**src/rtl/operand_uart_rx.sv**
```systemverilog
// ---------------------------------------------------------------------------
// operand_uart_rx
//
// Serial front end of the signal processor. Receives 3-byte command frames
// (opcode, operand A, operand B) on an asynchronous UART line and presents
// them as parallel words for the logic/arithmetic units and op-select decoder.
//
// Ports:
//   Clk        in   system clock, rising edge
//   Reset_n    in   asynchronous active-low reset
//   Rx         in   asynchronous serial line, idle high
//   Resync     in   synchronous pulse; drops any partially received frame
//   Opcode     out  byte 0 of the last good frame
//   In1        out  byte 1 (operand A) of the last good frame
//   In2        out  byte 2 (operand B) of the last good frame
//   FrameValid out  one-cycle pulse when Opcode/In1/In2 update
//   FrameError out  one-cycle pulse on a bad stop bit (or parity error)
//   Busy       out  high while a frame is partially received
//
// Build option:
//   OPERAND_UART_RX_PARITY_EN  defined -> 8E1 with even-parity check,
//                              undefined -> plain 8N1.
// ---------------------------------------------------------------------------
module operand_uart_rx #(
    parameter int CLKS_PER_BIT = 434,
    parameter int CNT_W        = 16
) (
    input  logic       Clk,
    input  logic       Reset_n,
    input  logic       Rx,
    input  logic       Resync,
    output logic [7:0] Opcode,
    output logic [7:0] In1,
    output logic [7:0] In2,
    output logic       FrameValid,
    output logic       FrameError,
    output logic       Busy
);

    localparam logic [CNT_W-1:0] HALF_LOAD = CNT_W'(CLKS_PER_BIT / 2 - 1);
    localparam logic [CNT_W-1:0] FULL_LOAD = CNT_W'(CLKS_PER_BIT - 1);

`ifdef OPERAND_UART_RX_PARITY_EN
    typedef enum logic [2:0] {IDLE, START, DATA, PARITY, STOP} state_t;
`else
    typedef enum logic [2:0] {IDLE, START, DATA, STOP} state_t;
`endif

    state_t           state, state_nx;
    logic [CNT_W-1:0] cnt, cnt_nx;
    logic [2:0]       bit_idx, bit_nx;
    logic             rx_p0, rxs;
    logic [7:0]       shreg;
    logic [1:0]       idx;
    logic [7:0]       hold0, hold1;
    logic             hold_off;
    logic             shift_en;
    logic             stop_smp;
    logic             byte_ok;
    logic             frame_good;
    logic             frame_bad;

`ifdef OPERAND_UART_RX_PARITY_EN
    logic             par_smp;
    logic             par_bad;

    function automatic logic even_parity(input logic [7:0] d);
        return ^d;
    endfunction
`endif

    // Stage p0/p1: two-flop synchronizer; rxs is the only Rx view used below
    always_ff @(posedge Clk or negedge Reset_n) begin
        if (!Reset_n) begin
            rx_p0 <= 1'b1;
            rxs   <= 1'b1;
        end else begin
            rx_p0 <= Rx;
            rxs   <= rx_p0;
        end
    end

    always_ff @(posedge Clk or negedge Reset_n) begin
        if (!Reset_n) state <= IDLE;
        else          state <= state_nx;
    end

    always_comb begin
        state_nx = state;
        cnt_nx   = cnt;
        bit_nx   = bit_idx;
        shift_en = 1'b0;
        stop_smp = 1'b0;
`ifdef OPERAND_UART_RX_PARITY_EN
        par_smp  = 1'b0;
`endif
        case (state)
            IDLE: begin
                // After a break the line must return high before re-arming
                if (!hold_off && !rxs) begin
                    state_nx = START;
                    cnt_nx   = HALF_LOAD;
                end
            end
            START: begin
                if (cnt != '0) begin
                    cnt_nx = cnt - CNT_W'(1);
                end else if (!rxs) begin
                    state_nx = DATA;
                    cnt_nx   = FULL_LOAD;
                    bit_nx   = 3'd0;
                end else begin
                    state_nx = IDLE;   // false start
                end
            end
            DATA: begin
                if (cnt != '0) begin
                    cnt_nx = cnt - CNT_W'(1);
                end else begin
                    shift_en = 1'b1;
                    cnt_nx   = FULL_LOAD;
                    if (bit_idx == 3'd7) begin
`ifdef OPERAND_UART_RX_PARITY_EN
                        state_nx = PARITY;
`else
                        state_nx = STOP;
`endif
                    end else begin
                        bit_nx = bit_idx + 3'd1;
                    end
                end
            end
`ifdef OPERAND_UART_RX_PARITY_EN
            PARITY: begin
                if (cnt != '0) begin
                    cnt_nx = cnt - CNT_W'(1);
                end else begin
                    par_smp  = 1'b1;
                    cnt_nx   = FULL_LOAD;
                    state_nx = STOP;
                end
            end
`endif
            STOP: begin
                if (cnt != '0) begin
                    cnt_nx = cnt - CNT_W'(1);
                end else begin
                    stop_smp = 1'b1;
                    state_nx = IDLE;
                end
            end
            default: state_nx = IDLE;
        endcase
        if (Resync) state_nx = IDLE;
    end

    // A bad stop bit and a parity error collapse into one error event;
    // Resync suppresses both outcomes of the stop sample.
`ifdef OPERAND_UART_RX_PARITY_EN
    assign byte_ok = rxs && !par_bad;
`else
    assign byte_ok = rxs;
`endif
    assign frame_good = stop_smp && byte_ok && !Resync;
    assign frame_bad  = stop_smp && !byte_ok && !Resync;

    // Stage p2: byte assembly, frame hand-off and status strobes
    always_ff @(posedge Clk or negedge Reset_n) begin
        if (!Reset_n) begin
            cnt        <= '0;
            bit_idx    <= 3'd0;
            shreg      <= 8'h00;
            idx        <= 2'd0;
            hold0      <= 8'h00;
            hold1      <= 8'h00;
            hold_off   <= 1'b0;
            Opcode     <= 8'h00;
            In1        <= 8'h00;
            In2        <= 8'h00;
            FrameValid <= 1'b0;
            FrameError <= 1'b0;
`ifdef OPERAND_UART_RX_PARITY_EN
            par_bad    <= 1'b0;
`endif
        end else begin
            cnt        <= cnt_nx;
            bit_idx    <= bit_nx;
            FrameValid <= frame_good && (idx == 2'd2);
            FrameError <= frame_bad;

            if (shift_en) shreg <= {rxs, shreg[7:1]};   // LSB first
`ifdef OPERAND_UART_RX_PARITY_EN
            if (par_smp) par_bad <= (rxs != even_parity(shreg));
`endif
            if (stop_smp && !rxs && !Resync) hold_off <= 1'b1;
            else if (state == IDLE && rxs)   hold_off <= 1'b0;

            if (Resync || frame_bad) begin
                idx <= 2'd0;
            end else if (frame_good) begin
                case (idx)
                    2'd0:    hold0 <= shreg;
                    2'd1:    hold1 <= shreg;
                    default: begin
                        // Byte 2 goes straight to the output register
                        Opcode <= hold0;
                        In1    <= hold1;
                        In2    <= shreg;
                    end
                endcase
                idx <= (idx == 2'd2) ? 2'd0 : idx + 2'd1;
            end
        end
    end

    assign Busy = (idx != 2'd0) || (state != IDLE);

endmodule

```
**config.mk**
```make
export PLATFORM = sky130hd
export DESIGN_NAME = operand_uart_rx
export DESIGN_NICKNAME = d
export VERILOG_FILES = /design/src/rtl/operand_uart_rx.sv
export SDC_FILE = /design/constraint.sdc
export NUM_CORES = 1
export LEC_CHECK = 0
export ABC_AREA = 1
export CAP_MARGIN = 30
export CORE_UTILIZATION = 55
export CTS_CLUSTER_SIZE = 24
export DETAILED_ROUTE_END_ITERATION = 7
export HOLD_SLACK_MARGIN = 0.12
export PLACE_DENSITY_LB_ADDON = 0.08
export SYNTH_ARGS = -nofsm -noshare
export SYNTH_HDL_FRONTEND = slang
export SYNTH_SLANG_ARGS = --single-unit
```
**constraint.sdc**
```tcl
create_clock -name Clk -period 2.25 [get_ports Clk]
set_input_delay 0.45 -clock Clk [delete_from_list [all_inputs] [get_ports Clk]]
set_output_delay 0.45 -clock Clk [all_outputs]
set_load 0.05 [all_outputs]
```
* Yosys cells after proc, flatten, opt, wreduce, memory -nomap -nowiden
Index checks and enable logic that the tools add are counted.
** Operators by class
- Add/sub/neg operators :: 3
- Equal/unequal tests :: 18
- Muxes and demuxes :: 27
- Bitwise gates (word level) :: 2
- Reduce and logical (&&, ||, !) cells :: 28
** Operator list (number)
- $mux 16 :: 5
- $pmux 16 s4 :: 1
- $mux 3 :: 10
- $ne 3x3->1 const B :: 6
- $reduce_bool 16->1 :: 1
- $sub 16x1->16 const B :: 1
- $ne 2x2->1 const B :: 6
- $pmux 3 s4 :: 1
- $reduce_and 5->1 :: 2
- $reduce_and 3->1 :: 3
- $mux 2 :: 4
- $reduce_bool 2->1 :: 4
- $logic_and 1x1->1 :: 7
- $eq 3x2->1 const B :: 2
- $pmux 3 s2 :: 1
- $mux 1 :: 5
- $reduce_and 4->1 :: 1
- $reduce_bool 4->1 :: 1
- $add 3x1->3 const B :: 1
- $eq 3x1->1 const B :: 1
- $eq 3x3->1 const B :: 1
- $logic_not 1->1 :: 3
- $logic_not 3->1 :: 1
- $reduce_bool 3->1 :: 1
- other kinds (7) :: 9
** Storage, ports and cells
- Bits of input ports :: 4
- Word-level logic and storage cells :: 93
- Output and inout port bits :: 27
- Register bits after elaboration :: 77

* Longest topological paths before layout
- Word-level depth :: 8
- Depth in mapped cells :: 10
- Gate-level depth less buffers :: 10

* Worst setup path before layout
No wires, ideal clock.
- Kind :: reg-to-reg
- Start :: register state[1]
- End :: register cnt[10]
- Stages on the path, launching flop included :: 8
- Setup slack :: 548 ps
- Buffers on the path :: 0
- Arrival time :: 1574 ps
- Data required time :: 2122 ps
- Cells stage by stage :: dfrtp_1 > inv_1 > ha_1 > inv_1 > a31oi_4 > nand2_4 > a21oi_2 > nor2_1
** On the way
- Word-level cells in the longest chain between the ends :: 3
- Elaborated cells on any way between the ends :: 10
** Ends and longest elaborated chain
- start, declared :: line 49 : state_t state, state_nx;
- start signal, assigned :: line 85 : else state <= state_nx;
- $eq 3x1->1 (tied with other cells) :: line 97 : case (state)
- $ne 3x3->1 (no line) (tied with other cells)
- $reduce_and 4->1 (no line)
- end signal, assigned :: line 186 : cnt <= cnt_nx;
- end, declared :: line 50 : logic [CNT_W-1:0] cnt, cnt_nx;
Parallel ways exist; a longest one is shown, timed or not.
A chain may end at the register's enable or synchronous reset.

* Worst setup path in the final report
- Start :: register In2[1]
- End :: output port In2[1]
** RTL lines
- start, declared :: line 34 : output logic [7:0] In2,
- start signal, assigned :: line 208 : In2 <= shreg;
No word-level cell between the ends.

==> flow_summary.yaml <==
cts:
  numClockSinks: 76
  ctsResizeCount: 0
  numCtsBuffers: 9
  cts_tree: "done"
  clk_latency_ps: 340
  path_clk_slew_ps: 90
  cts_htree_levels: 3
  cts_max_path_buffers: 2
  cts-root-buf: "clkbuf_8"
global_route:
  grt_usage_pct: 24.5
  grt_overflow_total: 0
  grt_first_pass_wirelength_mm: 13.9
  antenna_found_initial: 0
  grt_max_degree: 45
  grt_pass1_vias: 2987
sta:
  relSlewSlack_pct: 55.3
  setup_tns_ps: 0
  setup_violations: 0
  rsz0062_at_grt: "no"
  period_share_pct: 87.1
  hold_viol: 0
  worst_pin_slew_ps: 671
  fmax_mhz: 510
  whs_ps: 359
  fin_worst_skew_ps: 9.95
  drv_slew: 0
  fin_crit_ps: 1960
status:
  status: "finished, final reports clean"
cells_and_area:
  drive_gt1_share_pct: 11.2
  fillCellCount: 528
  synthToLayoutAreaGrowth_pct: 16.3
  nets: 516
  stdcell_area_um2: 4420
  final_cell_mix: "nand2_1 (164), dfrtp_1 (74), nand3_1 (63), inv_1 (40), nor2_1 (35)"
  num_antenna_cells: 0
  final_common_cell: "nand2_1"
yosys:
  synth_cell_types: 31
  syn_area_um2: 3800
  postSynthCellCount: 464
  synth_fp_nets: 475
  syn_avg_cell_area_um2: 8.20
  ys_ff_latch: 76
  yosysWarnings: 0
  ys_seq_area_share_pct: 50.1
setup_path:
  critPathBufInv: 1
  critical_path.top_delay_family: "buffers and inverters"
  slowest_stage: "clkdlybuf4s50_1"
  max_stage_delay_ps: 800
  critPathKind: "flop to output port"
  end_kind: "output port"
  worstPathMaxFanout: 2
  arrival_ps: 1510
  path_cells: "clkdlybuf4s50_1"
  cp_data_required_time_ps: 1800
  cp-start-kind: "flop"
placed_design:
  dpl-instance-area_um2: 4220
  hpwl_mm: 5.59
  place_congestion: 0.854
  portBuffers: 30
route:
  ant_nets: 0
  dr.pass1.iters: 5
  vias: 3120
  drc: 0
  drt_wl_total_mm: 7.87
  viasPerCell: 5.32
  wl_per_cell_um: 13.4
  first_iter_violations: 175
floorplanning:
  core_um2: 6490
  num_rows: 29
  dieWidth_um: 85.2
  dieArea_um2: 7250
  io_pins: 31
  initial_core_util_pct: 58.6
  die_h_um: 85.2
power:
  finalPower_uw: 3710
  ir_drop_uv: 701
  power.density_nw_per_um2: 838
  leakage_uw: 0.00228
min_path:
  min_path_type: "flop to flop"
job:
  cap_violations: 0
-- layout make-up --
type	count	area (um^2)	share of cell area, %
well taps	77	96.3	2.18
inverters	42	158	3.56
flip-flops and latches	76	1900	43.0
multi-input cells	334	1640	37.1
repair buffers	42	425	9.62
clock inverters	7	75.1	1.70
clock buffers	9	124	2.80
-- flip-flops by register name (all words and copies together) (netlist names) --
register,cells
rx_p0,1
state,2
Opcode,8
hold_off,1
bit_idx,3
FrameValid,1
hold0,8
In2,8
FrameError,1
shreg,8
idx,2
hold1,8
In1,8
byte_ok,1
cnt,16
-- cells in the mapped netlist (all sizes together) --
cell    instances  share of area (%)
o21ai          15                2.0
o211ai          1               0.20
inv            42                4.1
nor2           47                6.3
ha              7                2.3
nand4          11                2.5
dfrtp          74                 49
a211oi          1               0.20
xnor2           1               0.23
nand3          66                9.1
a21oi          10                1.4
nor3            2               0.39
xor2            5                1.2
a31oi           1               0.56
buf            12                2.6
dfstp           2                1.4
nand2         167                 17
-- metrics by stage --
step | std cells | util [%] | setup WS, ps
2_1_floorplan | 464 | - | 548
3_3_place_gp | 570 | 64.9 | 351
3_5_place_dp | 570 | 64.9 | 341
4_1_cts | 587 | 68.1 | 265
5_1_grt | 587 | 68.1 | 182
6_report | 587 | 68.1 | 289
-- cell families (layout without fill, tap and decap cells) --
kind of cell	after synthesis	after routing	synth area share [%]
adder cells (fa/ha/maj)	7	7	2.30
XOR/XNOR	6	6	1.38
buffers and inverters	54	100	6.78
AO/OA/AOI/OAI	28	28	4.34
flip-flops	76	76	50.1
AND/OR/NAND/NOR	293	293	35.1
-- where the power goes --
part           internal [uW]  switching (uW)
clock                    518             522
combinational            384             771
sequential              1430            78.1
-- worst register-to-register path: stages (launching register included) --
cell	delay, ps
dfrtp_1	400
inv_1	80
ha_1	240
nand2_2	120
nor2_2	190
nand3_1	130
nand2_1	80
nand2_1	80
a21oi_2	350
nor2_1	110
-- path summary, 6_finish.rpt --
kind / startpoint / to / slack [ps] / cells past startpoint
setup / recovery: In2[1] / In2[1] / 290 / 1
hold / removal: rx_p0 / byte_ok / 360 / 0
setup reg to reg: cnt[0] / cnt[14] / 350 / 9
hold reg to reg: rx_p0 / byte_ok / 360 / 0
max in group asynchronous: Reset_n / hold0[2] / 1040 / 3
min in group asynchronous: Reset_n / cnt[9] / 640 / 2
-- metal layers --
metal  up-vias  global-route usage, %  routed length [um]  share of wire (%)
met3         8                   5.93                 417                5.3
met2        79                   35.9                3440                 44
li1       1570                      -                   -                  -
met4         0                   6.16                  76               0.97
met5         -                      0                   0                  0
met1      1463                   36.9                3930                 50
-- what timing repair did --
action | 4_1_cts | 5_1_grt
buffers inserted | 0 | 0
hold buffers | 1 | 0
hold endpoints to repair | 39 | 0
(Power assumes the default switching activity.)
